$ cat src/rtl/lfsr_period_ctrl.sv
// lfsr_period_ctrl
//
// Owns an N-bit Fibonacci LFSR and measures its period in hardware.
// An accepted start latches a seed and tap mask and loads the LFSR with the
// seed. The LFSR then steps once per cycle in which hold is low. The block
// counts steps until the state returns to the seed, or until 2^N steps have
// been taken. It then reports the period, a maximal-length flag and a timeout
// flag, and issues a one-cycle done pulse.
//
// Step function: next = {state[N-2:0], ^(state & taps)}.
//
// Ports:
//   clk      in   1    rising-edge clock
//   reset    in   1    synchronous active-high reset
//   start    in   1    begin a measurement (IDLE only)
//   seed     in   N    initial LFSR state, latched on accepted start
//   taps     in   N    feedback mask, latched on accepted start
//   hold     in   1    freeze stepping while high (RUN only)
//   busy     out  1    high while in RUN
//   done     out  1    one-cycle pulse when results are valid
//   period   out  N+1  steps to return to seed; 0 on timeout or seed error
//   maximal  out  1    period == 2^N - 1
//   timeout  out  1    seed not revisited within 2^N steps
//   seed_err out  1    zero seed rejected (LFSR_SEED_GUARD_EN builds only)
//   lfsr_q   out  N    current LFSR state
//
// Configuration macro: LFSR_SEED_GUARD_EN
//   Defined   : start with seed == 0 skips RUN. DONE is entered directly with
//               seed_err = 1, period = 0 and lfsr_q = 0.
//   Undefined : seed_err is constant 0. A zero seed runs normally and
//               reports period = 1.

module lfsr_period_ctrl #(
  parameter int N = 4
) (
  input  logic         clk,
  input  logic         reset,
  input  logic         start,
  input  logic [N-1:0] seed,
  input  logic [N-1:0] taps,
  input  logic         hold,
  output logic         busy,
  output logic         done,
  output logic [N:0]   period,
  output logic         maximal,
  output logic         timeout,
  output logic         seed_err,
  output logic [N-1:0] lfsr_q
);

  typedef enum logic [1:0] {IDLE, RUN, DONE} state_t;

  // 2^N step limit and the maximal-length period 2^N - 1, both N+1 bits wide.
  localparam logic [N:0] LIMIT   = {1'b1, {N{1'b0}}};
  localparam logic [N:0] MAX_LEN = {1'b0, {N{1'b1}}};

  state_t       state;
  logic [N-1:0] seed_q;
  logic [N-1:0] taps_q;
  logic [N:0]   count;
  logic [N:0]   count_inc;
  logic [N-1:0] next;
  logic         seed_reject;

  assign next      = {lfsr_q[N-2:0], ^(lfsr_q & taps_q)};
  assign count_inc = count + 1'b1;

`ifdef LFSR_SEED_GUARD_EN
  assign seed_reject = (seed == '0);
`else
  // Without the guard, the seed_err register below only ever loads 0.
  assign seed_reject = 1'b0;
`endif

  always_ff @(posedge clk) begin
    if (reset) begin
      state    <= IDLE;
      seed_q   <= '0;
      taps_q   <= '0;
      count    <= '0;
      lfsr_q   <= '0;
      busy     <= 1'b0;
      done     <= 1'b0;
      period   <= '0;
      maximal  <= 1'b0;
      timeout  <= 1'b0;
      seed_err <= 1'b0;
    end else begin
      done <= 1'b0;
      case (state)
        IDLE: begin
          if (start) begin
            seed_q   <= seed;
            taps_q   <= taps;
            count    <= '0;
            period   <= '0;
            maximal  <= 1'b0;
            timeout  <= 1'b0;
            seed_err <= 1'b0;
            if (seed_reject) begin
              lfsr_q   <= '0;
              seed_err <= 1'b1;
              done     <= 1'b1;
              state    <= DONE;
            end else begin
              lfsr_q <= seed;
              busy   <= 1'b1;
              state  <= RUN;
            end
          end
        end

        RUN: begin
          if (!hold) begin
            lfsr_q <= next;
            count  <= count_inc;
            // A match wins over the limit when both happen on the same step.
            if (next == seed_q) begin
              period  <= count_inc;
              maximal <= (count_inc == MAX_LEN);
              busy    <= 1'b0;
              done    <= 1'b1;
              state   <= DONE;
            end else if (count_inc == LIMIT) begin
              // Covers non-invertible tap masks (taps[N-1] = 0), where the
              // seed may never recur.
              timeout <= 1'b1;
              period  <= '0;
              busy    <= 1'b0;
              done    <= 1'b1;
              state   <= DONE;
            end
          end
        end

        DONE: state <= IDLE;

        default: state <= IDLE;
      endcase
    end
  end

endmodule

$ cat config.mk
export PLATFORM = sky130hd
export DESIGN_NAME = lfsr_period_ctrl
export DESIGN_NICKNAME = d
export VERILOG_FILES = /design/src/rtl/lfsr_period_ctrl.sv
export SDC_FILE = /design/constraint.sdc
export NUM_CORES = 1
export LEC_CHECK = 0
export ABC_CLOCK_PERIOD_IN_PS = 2900
export BUFFER_PORTS_ARGS = -buffer_cell sky130_fd_sc_hd__buf_2
export CAP_MARGIN = 40
export CORE_MARGIN = 1
export CORE_UTILIZATION = 57
export CTS_CLUSTER_DIAMETER = 100
export DETAILED_ROUTE_END_ITERATION = 6
export GPL_TIMING_DRIVEN = 0
export PLACE_DENSITY = 0.79
export REMOVE_ABC_BUFFERS = 1
export SLEW_MARGIN = 20
export SYNTH_ARGS = -nofsm -noshare
export SYNTH_HDL_FRONTEND = slang
export SYNTH_SLANG_ARGS = --single-unit
$ cat constraint.sdc
create_clock -name clk -period 2.9 [get_ports clk]
set_input_delay 0.29 -clock clk [delete_from_list [all_inputs] [get_ports clk]]
set_output_delay 0.29 -clock clk [all_outputs]
set_load 0.03 [all_outputs]
# --- After elaboration in Yosys (flattened, before gate mapping) ---
# Index checks and enable logic that the tools add are counted.
word_totals:
  reg_bits: 28
  in_bits: 12
  output_inout_bits: 14
  elab_cells: 63
classes:
  n_addsub: 1
  n_eq_ne: 10
  muxes: 30
  n_bitwise: 2
  n_reduce_logical: 10
ops:
  columns: ["op", "n"]
  rows:
  - ["$mux 5", 5]
  - ["$pmux 5 s2", 2]
  - ["$mux 1", 12]
  - ["$ne 2x2->1 const B", 5]
  - ["$mux 2", 4]
  - ["$mux 4", 2]
  - ["$pmux 4 s2", 1]
  - ["$reduce_and 4->1", 2]
  - ["$pmux 1 s2", 3]
  - ["$reduce_and 3->1", 2]
  - ["$add 5x1->5 const B", 1]
  - ["$eq 5x4->1 const B", 1]
  - ["$eq 5x5->1 const B", 1]
  - ["$reduce_and 5->1", 1]
  - ["$and 4x4->4", 1]
  - ["$eq 4x4->1", 1]
  - ["$pmux 2 s2", 1]
  - ["$reduce_xor 4->1", 1]
  - ["$ne 3x3->1 const B", 1]
  - ["$reduce_or 3->1", 1]
  - ["$eq 2x1->1 const B", 1]
  - ["$logic_not 2->1", 1]
  - ["$reduce_and 2->1", 1]
  - ["$reduce_bool 2->1", 1]
  - ["$not 1->1", 1]

# --- Depth between registers and ports, before layout ---
depth:
  depth_word: 6
  mapped_depth: 7
  mapped_depth_nobuf: 6

# --- Worst setup path before layout ---
# OpenSTA, ideal clock, no wires.
synth_path:
  path_type: "register -> register"
  from: "reg lfsr_q[1]"
  to: "reg period[0]"
  setup_time_ps: 92
  arrival_ps: 1802
  t_required_ps: 2808
  setup_slack_ps: 1006
  path_stages_with_launch: 7
  path_buffers: 0
  synth_period_minus_slack_ps: 1894
  path_cell_list: "dfxtp_1 -> nand2_1 -> xor2_1 -> xnor2_2 -> mux2i_4 -> a31oi_4 -> o32ai_1"
synth_via:
  elab_chain_len: 6
  elab_cells_between_ends: 8
  cone_classes: "2 x eq/ne; 3 x mux; 1 x bitwise; 2 x reduce/logical"
synth_lines:
  columns: ["element", "line_no", "text"]
  rows:
  - ["start, declared", "48", "output logic [N-1:0] lfsr_q"]
  - ["start signal, assigned", "115", "lfsr_q <= next;"]
  - ["$and 4x4->4", "65", "assign next = {lfsr_q[N-2:0], ^(lfsr_q & taps_q)};"]
  - ["$reduce_xor 4->1", "65", null]
  - ["$eq 4x4->1 *", "118", "if (next == seed_q) begin"]
  - ["$mux 5", "118", null]
  - ["$mux 5", "114", "if (!hold) begin"]
  - ["$pmux 5 s2", "90", "case (state)"]
  - ["end signal, assigned", "119", "period <= count_inc;"]
  - ["end, declared", "44", "output logic [N:0] period,"]
# Every way passes the cells marked *; elsewhere a longest branch is shown, timed or not. The select of a mux whose other input is x is not followed.
# A chain may end at the register's enable or synchronous reset.

# --- Worst setup path after layout ---
layout_path:
  from: "reg count[0]"
  to: "reg maximal"
layout_via:
  elab_chain_len: 5
layout_lines:
  columns: ["element", "line_no", "text"]
  rows:
  - ["start, declared", "60", "logic [N:0] count;"]
  - ["start signal, assigned", "116", "count <= count_inc;"]
  - ["$add 5x1->5", "66", "assign count_inc = count + 1'b1;"]
  - ["$eq 5x4->1", "120", "maximal <= (count_inc == MAX_LEN);"]
  - ["$mux 1", "118", null]
  - ["$mux 1", "114", null]
  - ["$pmux 1 s2", "90", null]
  - ["end signal, assigned", "120", null]
  - ["end, declared", "45", "output logic maximal,"]
# No other way between the ends. The select of a mux whose other input is x is not followed.

==> results.ini <==
[outcome]
status=completed

[drt]
drtPass1Iterations=4
drt-vias-per-instance=5.81
wl_mm=2.88
drt_first_iter_violations=35
antenna_left=0
num_vias=1186
routedWlPerCell_um=14.1
route.detailed.drc=0

[global_routing]
overflow=0
grt_pass1_wl_mm=4.83
grt_usage_pct=25.5
antenna_found_initial=0
grt_max_degree=28
grt_pass1_vias=1071

[timing]
setup_ws_ns=0.808
finalCritPeriodShare_pct=72.2
holdWs_ns=0.178
clock.fmax_mhz=478
tightestPinTransition_ns=0.690
hold_violations=0
fin_worst_skew_ns=0.00778
max_slew_margin_pct=53.9
maxSlewViolCount=0
rsz0062_at_grt=no
final.min_clock_period_ns=2.09
setup_viol=0
fin_tns_setup_ns=0

[critical_path]
critPathMaxFanout=9
worst_path_largest_cell_delay_ns=0.66
cp.arrival_ns=2.36
cp-end-kind=register
critPathKind=register to register
rrSetupSlack_ns=0.81
path_cells=ha_1, xnor2_1, or4b_2, or3_1, o21ai_2
cp_data_required_time_ns=3.17
timing.rr.end=maximal$_SDFFE_PP0P_
critical_path.slowest_cell=or4b_2
ff2ff_path_depth=5
reg2reg_from=count[0]$_SDFFE_PP0P_
cp-start-kind=register

[clocking]
cts-root-buf=clkbuf_4
clkTransAtPathRegs_ns=0.15
cts_resized=0
clk_latency_ns=0.33
numCtsBuffers=3
cts_sinks=28
hold_buffers=0
cts_tree=built
cts_htree_levels=1
postCtsSetupRepairBufs=0
cts_buffer_depth=2

[synth]
synth_warnings=0
async_reset_ff_share_pct=0
synthFlopType=dfxtp_1
syn_inst=157
synth-edff-count=0
ys_ff_latch=28
synth_area_um2=1340
synth_area_per_cell_um2=8.50
seq_area_frac_synth_pct=42.0
yosysUniqueCellTypes=39

[power]
ir_drop_v=0.000358
powerDensity_nw_per_um2=545
total_power_mw=0.809
p_leak_nw=0.589

[finish]
drive_gt1_share_pct=19.9
area_growth_pct=11.2
final_nets=191
fill_cells=186
diodes=0

[floorplanning]
start_util_pct=60.4
die_area_um2=2540
core_area_um2=2210
die_y_um=50.4
ios=26
rows=17
die_x_um=50.4

[min_path]
hold_path_depth=3
hold_path_end=taps_q[2]$_SDFFE_PP0P_
min_path_type=primary input to register
min_from=taps[2]

[placement]
pre_cts_slack_ns=0.824
io_buffers=24
routabilityCongestion=0.764
hpwl_mm=2.12

[run]
max-cap-violations=0

[sequential cells by signal (all words and copies together), names as in the netlist]
register,flops
taps_q,4
count,5
timeout,1
lfsr_q,4
done,1
seed_q,4
busy,1
period,5
state,2
maximal,1
[critical path, delay by kind of cell, from the launching register on]
kind            cells  cell delay, ns
compound gates      1            0.07
xor+xnor            1            0.13
fa+ha+maj           1            0.31
flops               1            0.52
simple gates        2            1.01
[where the power goes]
part / total (mW) / internal [mW] / switching, mW
combinational: 0.184 / 0.0626 / 0.122
sequential: 0.435 / 0.409 / 0.0264
clock: 0.189 / 0.0769 / 0.112
[cell type report]
class | instances | area (µm²) | area share [%]
clock buffer | 4 | 36.3 | 2.45
timing repair buffer | 24 | 120 | 8.09
multi-input combinational | 113 | 706 | 47.6
sequential | 28 | 561 | 37.8
inverter | 7 | 26.3 | 1.77
tap | 28 | 35.0 | 2.36
[stage by stage]
stage | area [µm²] | util (%) | std cells
after floorplan | 1290 | - | 148
after detailed placement | 1450 | 65.4 | 200
after global placement | 1450 | 65.4 | 200
after CTS | 1480 | 67.1 | 204
final | 1480 | 67.1 | 204
after global routing | 1480 | 67.1 | 204
[cell usage after synthesis (all sizes together), types with 3 or more instances]
cell | number | area (µm²)
o32ai | 5 | 43.8
nand3 | 3 | 20.0
a21oi | 20 | 100
xor2 | 5 | 43.8
nor3 | 5 | 25.0
clkbuf | 5 | 18.8
or3 | 3 | 18.8
a311oi | 3 | 26.3
nand2 | 28 | 105
dfxtp | 28 | 561
buf | 4 | 23.8
xnor2 | 4 | 50.1
nand2b | 4 | 25.0
nor2 | 10 | 37.5
inv | 7 | 26.3
[worst max path at each step]
stage,from,to,cells past startpoint
4_1_cts,count[0]$_SDFFE_PP0P_,maximal$_SDFFE_PP0P_,5
5_1_grt,state[0]$_SDFFE_PP0P_,taps_q[0]$_SDFFE_PP0P_,5
3_5_place_dp,count[0]$_SDFFE_PP0P_,maximal$_SDFFE_PP0P_,5
6_report,count[0]$_SDFFE_PP0P_,maximal$_SDFFE_PP0P_,5
3_3_place_gp,count[0]$_SDFFE_PP0P_,maximal$_SDFFE_PP0P_,5
2_1_floorplan,lfsr_q[1]$_SDFFE_PP0P_,period[0]$_SDFFE_PP0P_,6
[placed cells by master, fill, tap and decap left out, drive strengths merged]
cell / Yosys / final
mux2i: 1 / 1
nor4: 1 / 1
a311oi: 3 / 3
o211ai: 1 / 1
ha: 2 / 2
buf: 4 / 24
or2: 1 / 1
or4b: 1 / 1
o221ai: 1 / 1
a21o: 2 / 2
conb: 1 / 1
nor2: 10 / 10
xor2: 5 / 5
nand4b: 1 / 1
dfxtp: 28 / 28
nand2: 28 / 28
nand3: 3 / 3
o21ai: 2 / 2
or3: 3 / 3
a22oi: 2 / 2
inv: 7 / 7
a21oi: 20 / 20
o21bai: 1 / 1
nor3: 5 / 5
a31oi: 1 / 1
nand2b: 4 / 4
a211oi: 1 / 1
nor4b: 1 / 1
clkbuf: 5 / 4
o31ai: 1 / 1
xnor2: 4 / 4
nor2b: 1 / 1
o32ai: 5 / 5
and4: 1 / 1
[per-layer routing]
metal / part of all wire, % / vias up / track usage, %
li1: - / 583 / -
met1: 44 / 560 / 34.3
met2: 50 / 41 / 40.7
met3: 5.3 / 2 / 3.94
met4: 0.62 / 0 / 10.2
met5: 0 / - / 0
[kinds of logic after synthesis]
| group | after synthesis | synth area share, % |
|---|---|---|
| XOR/XNOR | 9 | 7.03 |
| AND/OR/NAND/NOR | 60 | 21.5 |
| buffers and inverters | 16 | 5.15 |
| multiplexers | 1 | 1.69 |
| flip-flops | 28 | 42.0 |
| adder cells (fa/ha/maj) | 2 | 1.87 |
| AO/OA/AOI/OAI | 40 | 20.5 |
| other | 1 | 0.281 |
(Power assumes the default switching activity.)
